$ cat src/rtl/pipelined_adder_pkg.sv
// -----------------------------------------------------------------------------
// pipelined_adder_pkg
// Shared definitions for the pipelined add/subtract unit.
//   - DEFAULT_WIDTH / DEFAULT_STAGES : default geometry of the unit
//   - slice_width()                  : bits handled by each pipeline slice
//   - beat_t                         : layout of one in-flight beat for the
//                                      default geometry (the top builds the
//                                      same layout from its own parameters)
// -----------------------------------------------------------------------------
package pipelined_adder_pkg;

    localparam int DEFAULT_WIDTH  = 32;
    localparam int DEFAULT_STAGES = 4;

    function automatic int slice_width(input int width, input int stages);
        return width / stages;
    endfunction

    // One beat in flight: completed low sum slices, carry into the next slice,
    // the operand bits still to be added, and the operation select.
    typedef struct packed {
        logic [DEFAULT_WIDTH-1:0] sum;
        logic                     carry;
        logic [DEFAULT_WIDTH-1:0] a_rem;
        logic [DEFAULT_WIDTH-1:0] b_rem;
        logic                     sub;
    } beat_t;

endpackage

$ cat src/rtl/pipelined_adder_slice.sv
// -----------------------------------------------------------------------------
// adder_slice
// Combinational SW-bit ripple-carry adder built from full-adder cells.
// Ports:
//   a, b   in  SW  operand slices (b already inverted for subtraction)
//   cin    in  1   carry into the LSB cell
//   sum    out SW  slice sum
//   cout   out 1   carry out of the MSB cell
//   c_msb  out 1   carry into the MSB cell (signed-overflow detection)
// -----------------------------------------------------------------------------
module adder_slice #(
    parameter int SW = 8
) (
    input  logic [SW-1:0] a,
    input  logic [SW-1:0] b,
    input  logic          cin,
    output logic [SW-1:0] sum,
    output logic          cout,
    output logic          c_msb
);

    // The carry is a loop-local variable so the ripple stays a simple
    // chain of full-adder cells without a self-referencing vector.
    always_comb begin
        logic c;
        c     = cin;
        sum   = '0;
        c_msb = cin;
        for (int i = 0; i < SW; i++) begin
            if (i == SW - 1) begin
                c_msb = c;
            end
            sum[i] = a[i] ^ b[i] ^ c;
            c      = (a[i] & b[i]) | (c & (a[i] ^ b[i]));
        end
        cout = c;
    end

endmodule

$ cat src/rtl/pipelined_adder.sv
// -----------------------------------------------------------------------------
// pipelined_adder
// Pipelined WIDTH-bit add/subtract unit. The operation is cut into STAGES
// slices of WIDTH/STAGES bits; slice k is added in register stage k using the
// carry registered by stage k-1, so the carry ripples one stage per cycle.
// Each stage is elastic (own valid bit) with valid/ready on both sides.
// Optional feature macro: PIPELINED_ADDER_OVF_EN adds the out_ovf port.
// Ports:
//   clk, rst            clock, synchronous active-high reset
//   in_valid/in_ready   input handshake
//   in_a, in_b          operands
//   in_sub              1: A-B (A + ~B + 1), 0: A+B+in_cin
//   in_cin              carry-in for add mode
//   out_valid/out_ready output handshake
//   out_sum, out_cout   result and carry-out (sub: 1 = no borrow)
//   out_ovf             signed overflow (PIPELINED_ADDER_OVF_EN only)
// -----------------------------------------------------------------------------
module pipelined_adder
    import pipelined_adder_pkg::*;
#(
    parameter int WIDTH  = DEFAULT_WIDTH,
    parameter int STAGES = DEFAULT_STAGES
) (
    input  logic             clk,
    input  logic             rst,
    input  logic             in_valid,
    output logic             in_ready,
    input  logic [WIDTH-1:0] in_a,
    input  logic [WIDTH-1:0] in_b,
    input  logic             in_sub,
    input  logic             in_cin,
    output logic             out_valid,
    input  logic             out_ready,
    output logic [WIDTH-1:0] out_sum,
    output logic             out_cout
`ifdef PIPELINED_ADDER_OVF_EN
    ,
    output logic             out_ovf
`endif
);

    localparam int SW = slice_width(WIDTH, STAGES);

    if (STAGES < 1 || STAGES > WIDTH) begin : g_bad_stages
        $error("pipelined_adder: STAGES must be in 1..WIDTH");
    end
    if (STAGES >= 1 && (WIDTH % STAGES) != 0) begin : g_bad_split
        $error("pipelined_adder: WIDTH must be a multiple of STAGES");
    end

    // Full-width fields keep slice indexing uniform across stages; bits a
    // stage never touches are constant and fall away in synthesis.
    typedef struct packed {
        logic [WIDTH-1:0] sum;
        logic             carry;
`ifdef PIPELINED_ADDER_OVF_EN
        logic             ovf;
`endif
        logic [WIDTH-1:0] a_rem;
        logic [WIDTH-1:0] b_rem;
        logic             sub;
    } stage_t;

    logic [STAGES:0]   load;
    logic [STAGES-1:0] valid_vec;
    stage_t            stage_arr [STAGES];
    logic              accept;

    // The output register is free when empty or being drained.
    assign load[STAGES] = out_ready;
    assign in_ready     = load[0] && !rst;
    assign accept       = in_valid && in_ready;

    for (genvar gi = 0; gi < STAGES; gi++) begin : g_stage
        stage_t          src;
        logic            src_valid;
        logic [SW-1:0]   a_sl;
        logic [SW-1:0]   b_sl;
        logic [SW-1:0]   s_sl;
        logic            cout_sl;
        logic            cmsb_sl;
        stage_t          st_d;
        stage_t          st_q;
        logic            v_d;
        logic            v_q;
        logic            unused_bits;

        if (gi == 0) begin : g_head
            always_comb begin
                src       = '0;
                src.carry = in_sub ? 1'b1 : in_cin;
                src.a_rem = in_a;
                src.b_rem = in_b;
                src.sub   = in_sub;
            end
            assign src_valid = accept;
        end else begin : g_body
            assign src       = stage_arr[gi-1];
            assign src_valid = valid_vec[gi-1];
        end

        assign a_sl = src.a_rem[gi*SW +: SW];
        assign b_sl = src.b_rem[gi*SW +: SW] ^ {SW{src.sub}};

        adder_slice #(.SW(SW)) u_slice (
            .a     (a_sl),
            .b     (b_sl),
            .cin   (src.carry),
            .sum   (s_sl),
            .cout  (cout_sl),
            .c_msb (cmsb_sl)
        );

        // A stage may take a new beat if it is empty (bubble collapse) or its
        // current beat moves on this cycle.
        assign load[gi] = !v_q || load[gi+1];

        always_comb begin
            st_d = st_q;
            v_d  = v_q;
            if (load[gi]) begin
                v_d = src_valid;
                if (src_valid) begin
                    st_d                   = src;
                    st_d.sum[gi*SW +: SW]  = s_sl;
                    st_d.carry             = cout_sl;
`ifdef PIPELINED_ADDER_OVF_EN
                    // Only the last stage's value reaches out_ovf.
                    st_d.ovf               = cmsb_sl ^ cout_sl;
`endif
                end
            end
        end

        always_ff @(posedge clk) begin
            if (rst) begin
                st_q <= '0;
                v_q  <= 1'b0;
            end else begin
                st_q <= st_d;
                v_q  <= v_d;
            end
        end

        assign stage_arr[gi] = st_q;
        assign valid_vec[gi] = v_q;

        // Operand bits already consumed and slice-MSB carries of inner
        // stages are intentionally dropped.
        assign unused_bits = ^{st_q, src, cmsb_sl};
    end

    logic unused_tail;
    assign unused_tail = ^stage_arr[STAGES-1];

    assign out_valid = valid_vec[STAGES-1];
    assign out_sum   = stage_arr[STAGES-1].sum;
    assign out_cout  = stage_arr[STAGES-1].carry;
`ifdef PIPELINED_ADDER_OVF_EN
    assign out_ovf   = stage_arr[STAGES-1].ovf;
`endif

endmodule

$ cat config.mk
export PLATFORM = sky130hd
export DESIGN_NAME = pipelined_adder
export DESIGN_NICKNAME = d
export VERILOG_FILES = /design/src/rtl/pipelined_adder_pkg.sv /design/src/rtl/pipelined_adder_slice.sv /design/src/rtl/pipelined_adder.sv
export SDC_FILE = /design/constraint.sdc
export NUM_CORES = 1
export LEC_CHECK = 0
export ABC_CLOCK_PERIOD_IN_PS = 4480
export CAP_MARGIN = 20
export CELL_PAD_IN_SITES_DETAIL_PLACEMENT = 1
export CELL_PAD_IN_SITES_GLOBAL_PLACEMENT = 2
export CORE_MARGIN = 8
export CORE_UTILIZATION = 32
export CTS_CLUSTER_DIAMETER = 30
export DETAILED_ROUTE_END_ITERATION = 16
export PLACE_DENSITY = 0.78
export SLEW_MARGIN = 25
export SYNTH_ARGS = -nofsm -noshare
export SYNTH_HDL_FRONTEND = slang
export SYNTH_SLANG_ARGS = --single-unit
$ cat constraint.sdc
create_clock -name clk -period 4.48 [get_ports clk]
set_input_delay 0.448 -clock clk [delete_from_list [all_inputs] [get_ports clk]]
set_output_delay 0.448 -clock clk [all_outputs]
set_load 0.01 [all_outputs]
* Word level (Yosys, flattened, before mapping)
Cells that the tools add are included.
** Operators by class
- Reductions and logical operators :: 15
- Multiplexer cells :: 1
- Bitwise logic cells :: 164
** Operator list (count)
- 1-bit AND :: 64
- 1-bit bitwise XOR :: 64
- 1-bit bitwise OR :: 32
- 8-bit bitwise XOR :: 4
- 2-bit AND reduction :: 4
- 1-bit zero test :: 5
- 1-bit logical OR :: 4
- 1-bit logical AND :: 2
- 1-bit 2-to-1 mux :: 1
** Storage, ports and cells
- Output and inout bits :: 35
- Flip-flop bits (word level) :: 283
- Bits of input ports :: 70
- Logic and storage cells :: 201

* Depth between registers and ports, before layout
Gate-level depths: netlist (run 1).
- Depth after elaboration :: 18
- Depth in mapped cells :: 15
- Depth with buffers taken out :: 14

* Cells and area by module
A second synthesis (run 1) with hierarchy kept.
** Second synthesis, totals
- Cell total of the unflattened synthesis :: 1073
- Area, all modules :: 10038.4 um^2
** Modules (own cells, without submodules)
- pipelined_adder :: sequential area each 3743.6 um^2, instances 1, area each 9247.6 um^2, cells an instance 1001
- adder_slice :: sequential area each 0.0 um^2, instances 4, area each 197.7 um^2, cells an instance 18

* Worst setup path before layout (run 1)
Ideal clock, no wire load.
- Kind :: input -> register
- From :: in in_sub
- To :: reg g_stage[0].st_q[73] in the netlist's numbering
- Cell stages on the path :: 15
- Arrival time :: 4.189 ns
- Path buffers :: 1
- Required time :: 4.345 ns
- Slack :: 0.156 ns
- Setup time :: 0.135 ns
- Cell sequence :: buf_2 nor2_1 fa_1 inv_1 fa_1 inv_1 fa_1 fa_1 fa_1 fa_1 fa_1 inv_1 fa_1 a31oi_1 o311ai_1
** On the way
- Word-level cells in the longest chain between the ends :: 17
- Elaborated cells on any way between the ends :: 32
- Those cells by class :: mux (1); bitwise (31)
** RTL lines
- from (decl) :: line pipelined_adder.sv:30 : input logic in_sub,
- 8-bit bitwise XOR :: line pipelined_adder.sv:103 : assign b_sl = src.b_rem[gi*SW +: SW] ^ {SW{src.sub}};
- 1-bit bitwise XOR :: line pipelined_adder_slice.sv:34 : c = (a[i] & b[i]) | (c & (a[i] ^ b[i]));
- 1-bit AND :: line pipelined_adder_slice.sv:34
- 1-bit bitwise OR :: line pipelined_adder_slice.sv:34
- 1-bit AND :: line pipelined_adder_slice.sv:34
- 1-bit bitwise OR :: line pipelined_adder_slice.sv:34
- 1-bit AND :: line pipelined_adder_slice.sv:34
- 1-bit bitwise OR :: line pipelined_adder_slice.sv:34
- (+2 left out)
- 1-bit AND :: line pipelined_adder_slice.sv:34
- 1-bit bitwise OR :: line pipelined_adder_slice.sv:34
- 1-bit AND :: line pipelined_adder_slice.sv:34
- 1-bit bitwise OR :: line pipelined_adder_slice.sv:34
- 1-bit AND :: line pipelined_adder_slice.sv:34
- 1-bit bitwise OR :: line pipelined_adder_slice.sv:34
- 1-bit bitwise XOR (*) :: line pipelined_adder_slice.sv:33 : sum[i] = a[i] ^ b[i] ^ c;
- net g_stage[0].s_sl[7] :: line pipelined_adder.sv:79 : logic [SW-1:0] s_sl;
- to (signal assigned) :: line pipelined_adder.sv:140 : st_q <= st_d;
- to (decl) :: line pipelined_adder.sv:83 : stage_t st_q;
The timed path passes the listed nets; every way through them passes the cells marked *.
A chain may end at the register's enable or synchronous reset.

* Final worst setup path (run 1)
Ends and elaborated chain as after synthesis.

==> results of run 1 <==
## registers in the layout, indices dropped and copies added (netlist names)
signal	cells
g_stage.st_q	150
out_sum	32
g_stage.v_q	3
out_cout	1
out_valid	1
## cells by family (layout without fill, tap and decap cells)
family	Yosys count	count (layout)	synth area share
fa+ha+maj	32	32	0.0677
mux	29	29	0.0307
flops	187	187	0.395
compound gates	295	295	0.195
xor+xnor	32	32	0.0296
buf+inv	171	198	0.0764
simple gates	303	303	0.205
## worst max path at each step
| stage | end | start | cells past startpoint |
|---|---|---|---|
| floorplan | g_stage[0].st_q[73] | in_sub | 15 |
| global placement | g_stage[0].st_q[73] | in_sub | 15 |
| detailed placement | g_stage[0].st_q[73] | in_sub | 15 |
| CTS | g_stage[0].st_q[73] | in_sub | 15 |
| global route | g_stage[0].st_q[73] | in_sub | 15 |
| finish | g_stage[0].st_q[73] | in_sub | 15 |
## power breakdown
part	switching, mW	internal [mW]	leakage, nW	total, mW
Clock	0.789	0.764	0.291	1.55
Sequential	0.0693	1.75	1.53	1.82
Combinational	0.264	0.236	1.80	0.500
Total	1.12	2.75	3.62	3.87
## cell type report
type | instances | area share
sequential | 187 | 0.333
tap | 390 | 0.0434
multi-input combinational | 691 | 0.448
clock inverter | 15 | 0.0170
timing repair buffer | 118 | 0.104
clock buffer | 17 | 0.0379
inverter | 48 | 0.0160
## metrics by stage
step	instances	setup slack (ns)	area [um^2]	setup TNS, ns	util
CTS	1466	0.0234	11200	0	0.382
global route	1466	0.00823	11200	0	0.382
detailed placement	1434	-0.430	10600	-0.469	0.361
finish	1466	0.209	11200	0	0.382
global placement	1434	-0.282	10600	-0.282	0.361
floorplan	1049	0.156	9470	0	-
## critical path: stages
cell             delay (ns)
clkdlybuf4s50_1        0.52
xnor2_1                0.11
fa_1                   0.37
inv_1                  0.08
fa_1                   0.18
inv_1                  0.07
fa_2                   0.37
fa_2                   0.38
fa_2                   0.38
fa_2                   0.37
fa_1                   0.40
inv_1                  0.09
fa_1                   0.45
a31oi_1                0.22
o311ai_1               0.12
## routing by layer
layer	up-vias	track usage	routed length [um]
li1	3833	-	-
met1	3793	0.217	13600
met2	118	0.225	11600
met3	20	0.0332	1020
met4	0	0.0321	299
met5	-	0	0
## placed cells by master (no fill, tap or decap), types with 2 or more instances in the layout
cell	instances
dfxtp_1	186
clkdlybuf4s50_1	102
a21oi_1	81
nand4b_1	72
o21ai_0	68
nand3_1	58
nand2b_1	58
nand2_1	52
nor3b_1	52
a31oi_1	52
inv_1	47
o311ai_0	40
mux2i_1	29
fa_1	28
xnor2_1	24
a211oi_1	24
clkbuf_16	17
buf_4	13
o311ai_1	12
xor2_1	8
o31ai_1	7
o211a_1	6
clkinv_8	6
o21ai_1	4
fa_2	4
inv_8	4
nor2_1	3
clkinvlp_4	2
buf_12	2
## what timing repair did
item	CTS	global route
hold buffers	0	0
hold endpoints to repair	0	0
setup buffers	0	0
endpoints found under the setup margin	0	1
resized for setup	0	4
==> flow_metrics.py, run 1 <==
metrics = {
    "layout": {
        "seq_area_um2": 3750,
        "fin_nets": 1165,
        "fill_cells": 3354,
        "drive_above_1_share": 0.0558,
        "diodes": 0,
        "multi_input_area_um2": 5030,
        "area_growth_pct": 18.7,
    },
    "global_routing": {
        "grt_first_pass_wirelength_um": 44300,
        "grt_usage": 0.150,
        "antenna_found_initial": 0,
        "grt_max_degree": 170,
        "grt_pass1_vias": 8047,
        "grt_overflow": 0,
    },
    "clock_network": {
        "cts_max_level": 4,
        "insertion_delay_ns": 0.44,
        "numCtsBuffers": 17,
        "cts_root_buffer": "clkbuf_16",
        "cts_tree": "yes",
        "clk_pin_slew_ns": 0.08,
        "cts.path.max_buffers": 2,
        "clock-sinks": 187,
    },
    "floorplanning": {
        "core_region_area_um2": 29400,
        "rows": 63,
        "initial_core_util": 0.322,
        "dieArea_um2": 35300,
        "io_pins": 105,
        "fp.dieH_um": 188,
        "die_w_um": 188,
    },
    "place": {
        "place_hpwl_um": 17100,
        "placement.io_buffers": 104,
        "gp_congestion": 0.726,
    },
    "drt": {
        "drt_iter0_markers": 573,
        "post_drt_wl_per_cell_um": 18.1,
        "drc": 0,
        "routed_wl_um": 26500,
        "viasPerCell": 5.30,
        "detail_route.first_pass.iterations": 4,
        "postRouteAntennaNets": 0,
        "via_count": 7764,
    },
    "timing": {
        "period_share": 0.953,
        "max_freq_mhz": 234,
        "rsz0062_at_grt": "false",
        "worst_pin_slew_ns": 0.962,
        "setup_viol": 0,
        "period_needed_ns": 4.27,
        "hold_viol_final": 0,
        "whs_ns": 0.456,
        "fin_worst_skew_ns": 0.0150,
        "slew_viol_final": 0,
        "timing.slew.headroom": 0.358,
    },
    "synth": {
        "syn_area_um2": 9470,
        "synth_common_cells": "dfxtp_1 (187), a21oi_1 (82), nand4b_1 (72), o21ai_0 (68), clkbuf_1 (64)",
        "avgSynthCellArea_um2": 9.02,
        "synth_area_leaders": "dfxtp_1 (40%), fa_1 (6.8%), nand4b_1 (6.7%)",
        "async_reset_ff_frac": 0,
        "yosys_warnings": 0,
        "yosysMostFrequentCell": "dfxtp_1",
        "synth_edf_count": 0,
        "synth_top_area_cell": "dfxtp_1",
        "ys_ff_latch": 187,
        "synth_top_area_frac": 0.395,
        "yosysUniqueCellTypes": 34,
        "syn_nets": 1151,
        "synth_cells": 1049,
        "ys_seq_area_frac": 0.395,
        "synth-main-ff-cell": "dfxtp_1",
    },
    "worst_hold_path": {
        "min_path_cells": 2,
        "hp-class": "flip-flop to flip-flop",
        "hold_path_startpoint": "g_stage[0].st_q[69]",
        "worstHoldEndpoint": "g_stage[0].st_q[69]",
    },
    "critical_path": {
        "r2r_start": "g_stage[2].st_q[25]",
        "cp.arrival_ns": 4.56,
        "cp_max_fo": 3,
        "rrSetupSlack_ns": 0.54,
        "worst-r2r-cell-count": 14,
        "crit_path_end_kind": "flip-flop",
        "critical_path.startpoint_type": "input port",
        "cp.required_ns": 4.76,
        "regToRegEndpoint": "out_sum[31]",
        "critical_path_class": "input port to flip-flop",
    },
    "power_and_ir_drop": {
        "ir_drop_v": 0.000228,
        "power_density_nw_per_um2": 344,
        "power_mw": 3.87,
        "p_leak_nw": 3.62,
    },
    "run": {
        "drv_cap": 0,
    },
    "outcome": {
        "outcome": "finished clean",
    },
}
Power figures use the tool's default switching activity.
==> run 2: changes to the inputs <==
--- a/config.mk
+++ b/config.mk
@@ -14,7 +14,7 @@
 export CTS_CLUSTER_DIAMETER = 30
 export DETAILED_ROUTE_END_ITERATION = 16
 export PLACE_DENSITY = 0.78
-export SLEW_MARGIN = 25
+export SLEW_MARGIN = 0
 export SYNTH_ARGS = -nofsm -noshare
 export SYNTH_HDL_FRONTEND = slang
 export SYNTH_SLANG_ARGS = --single-unit
==> flow_metrics.py, run 2 (synthesis results as in run 1) <==
metrics = {
    "worst_hold_path": {
        "min_path_cells": 2,
        "hold_path_startpoint": "g_stage[0].st_q[69]",
        "hp-class": "flip-flop to flip-flop",
    },
    "clock_network": {
        "postCtsHoldBufs": 0,
        "clock-sinks": 187,
        "cts_tree": "yes",
        "cts_max_level": 4,
        "post_cts_buffers": 0,
        "insertion_delay_ns": 0.44,
        "clk_pin_slew_ns": 0.08,
        "numCtsBuffers": 17,
        "cts_root_buffer": "clkbuf_16",
        "cts.path.max_buffers": 2,
    },
    "critical_path": {
        "critical_path.max_stage_delay_ns": 0.52,
        "cp.depth": 15,
        "cp_common_cell": "fa_1",
        "cp_top_family": "adder cells",
        "critical_path.startpoint_type": "input port",
        "worst-r2r-cell-count": 14,
        "crit_path_top_delay_cell": "clkdlybuf4s50_1",
        "r2r_start": "g_stage[2].st_q[0]",
        "cp_max_fo": 3,
        "cp.required_ns": 4.76,
        "crit_path_end_kind": "flip-flop",
        "crit_chain": "clkdlybuf4s50_1, xnor2_1, fa_1, inv_1, fa_1, inv_1, fa_2, fa_2, fa_1, fa_2, fa_1, inv_1, fa_1, a31oi_1, o311ai_1",
        "critical_path_buf_inv_count": 4,
        "critical_path_class": "input port to flip-flop",
        "cp-startpoint": "in_sub",
        "cp.arrival_ns": 4.56,
    },
    "power_and_ir_drop": {
        "power_density_nw_per_um2": 344,
        "p_leak_nw": 3.63,
        "ir_drop_v": 0.000240,
        "power_mw": 3.87,
    },
    "floorplanning": {
        "fp.dieH_um": 188,
        "die_w_um": 188,
        "core_region_area_um2": 29400,
        "rows": 63,
        "initial_core_util": 0.322,
        "dieArea_um2": 35300,
        "io_pins": 105,
    },
    "timing": {
        "rsz0062_at_grt": "false",
        "fin_worst_skew_ns": 0.0157,
        "slew_viol_final": 0,
        "setup_tns_ns": 0,
        "max_freq_mhz": 234,
        "timing.slew.headroom": 0.350,
        "period_needed_ns": 4.28,
        "setup_viol": 0,
        "hold_viol_final": 0,
        "worst_pin_slew_ns": 0.975,
        "period_share": 0.955,
    },
    "drt": {
        "viasPerCell": 5.32,
        "detail_route.first_pass.iterations": 4,
        "routed_wl_um": 26700,
        "drt_iter0_markers": 517,
        "post_drt_wl_per_cell_um": 18.2,
        "postRouteAntennaNets": 0,
        "via_count": 7811,
        "drc": 0,
    },
    "outcome": {
        "outcome": "finished clean",
    },
    "layout": {
        "diodes": 0,
        "largest-register": "g_stage.st_q",
        "fin_nets": 1166,
        "largest_reg_flops": 150,
        "fill_cells": 3356,
        "final_common_cell": "dfxtp_1",
        "final_cell_mix": "dfxtp_1 (186), clkdlybuf4s50_1 (102), a21oi_1 (81)",
        "drive_above_1_share": 0.0548,
        "area_growth_pct": 18.8,
    },
    "global_routing": {
        "grt_first_pass_wirelength_um": 44600,
        "grt_usage": 0.151,
        "grt_overflow": 0,
        "grt_max_degree": 170,
        "grt_pass1_vias": 8046,
        "antenna_found_initial": 0,
    },
    "run": {
        "drv_cap": 0,
    },
    "place": {
        "placement.io_buffers": 104,
        "gp_congestion": 0.726,
        "place_hpwl_um": 17100,
    },
}
run 2: cell type report:
cell class,instances,area [um^2],area share
inverter,48,180,0.0160
clock inverter,15,193,0.0171
clock buffer,17,425,0.0378
multi-input combinational,691,5030,0.447
timing repair buffer,119,1190,0.106
tap,390,488,0.0434
sequential,187,3750,0.333
run 2: where the power goes:
group	switching, mW	internal, mW	leakage (nW)
sequential	0.0687	1.75	1.53
clock	0.789	0.763	0.295
combinational	0.265	0.236	1.80
run 2: path summary, 6_finish.rpt:
path | slack (ns) | to
setup / recovery | 0.20 | g_stage[0].st_q[73]
hold / removal | 0.46 | g_stage[0].st_q[69]
setup reg to reg | 0.56 | out_sum[31]
hold reg to reg | 0.46 | g_stage[0].st_q[69]
run 2: what timing repair did:
| item | CTS | global route |
|---|---|---|
| setup endpoints to repair | 0 | 1 |
| gates resized for setup | 0 | 3 |
| hold endpoints to repair | 0 | 0 |
run 2: metal layers:
metal,up-vias,part of all wire,GRT usage
li1,3829,-,-
met1,3835,0.51,0.217
met2,133,0.44,0.228
met3,14,0.042,0.0334
met4,0,0.0086,0.0294
met5,-,0,0
run 2: worst reg2reg max path: stages (launching register included):
cell	delay, ns
dfxtp_1	0.33
xnor2_1	0.14
fa_1	0.40
inv_1	0.09
fa_1	0.16
inv_1	0.05
fa_1	0.38
fa_1	0.39
fa_1	0.40
fa_1	0.39
fa_1	0.37
inv_1	0.09
fa_1	0.42
nand3_1	0.10
a21oi_1	0.08
run 2: per-stage QoR:
step / instance area (um^2) / std cells / utilization / hold slack (ns) / worst slack (ns)
floorplan: 9470 / 1049 / - / 0.428 / 0.156
global placement: 10600 / 1434 / 0.361 / 0.445 / -0.282
detailed placement: 10600 / 1435 / 0.361 / 0.445 / -0.443
CTS: 11200 / 1467 / 0.382 / 0.460 / 0.0216
global route: 11200 / 1467 / 0.383 / 0.473 / 0.0154
finish: 11200 / 1467 / 0.383 / 0.455 / 0.203
==> run 3: changes to the inputs <==
--- a/config.mk
+++ b/config.mk
@@ -12,6 +12,7 @@
 export CORE_MARGIN = 8
 export CORE_UTILIZATION = 32
 export CTS_CLUSTER_DIAMETER = 30
+export CTS_CLUSTER_SIZE = 24
 export DETAILED_ROUTE_END_ITERATION = 16
 export PLACE_DENSITY = 0.78
 export SLEW_MARGIN = 0
==> results of run 3 <==
Final layout, timing and power as in run 2 (identical DEF).
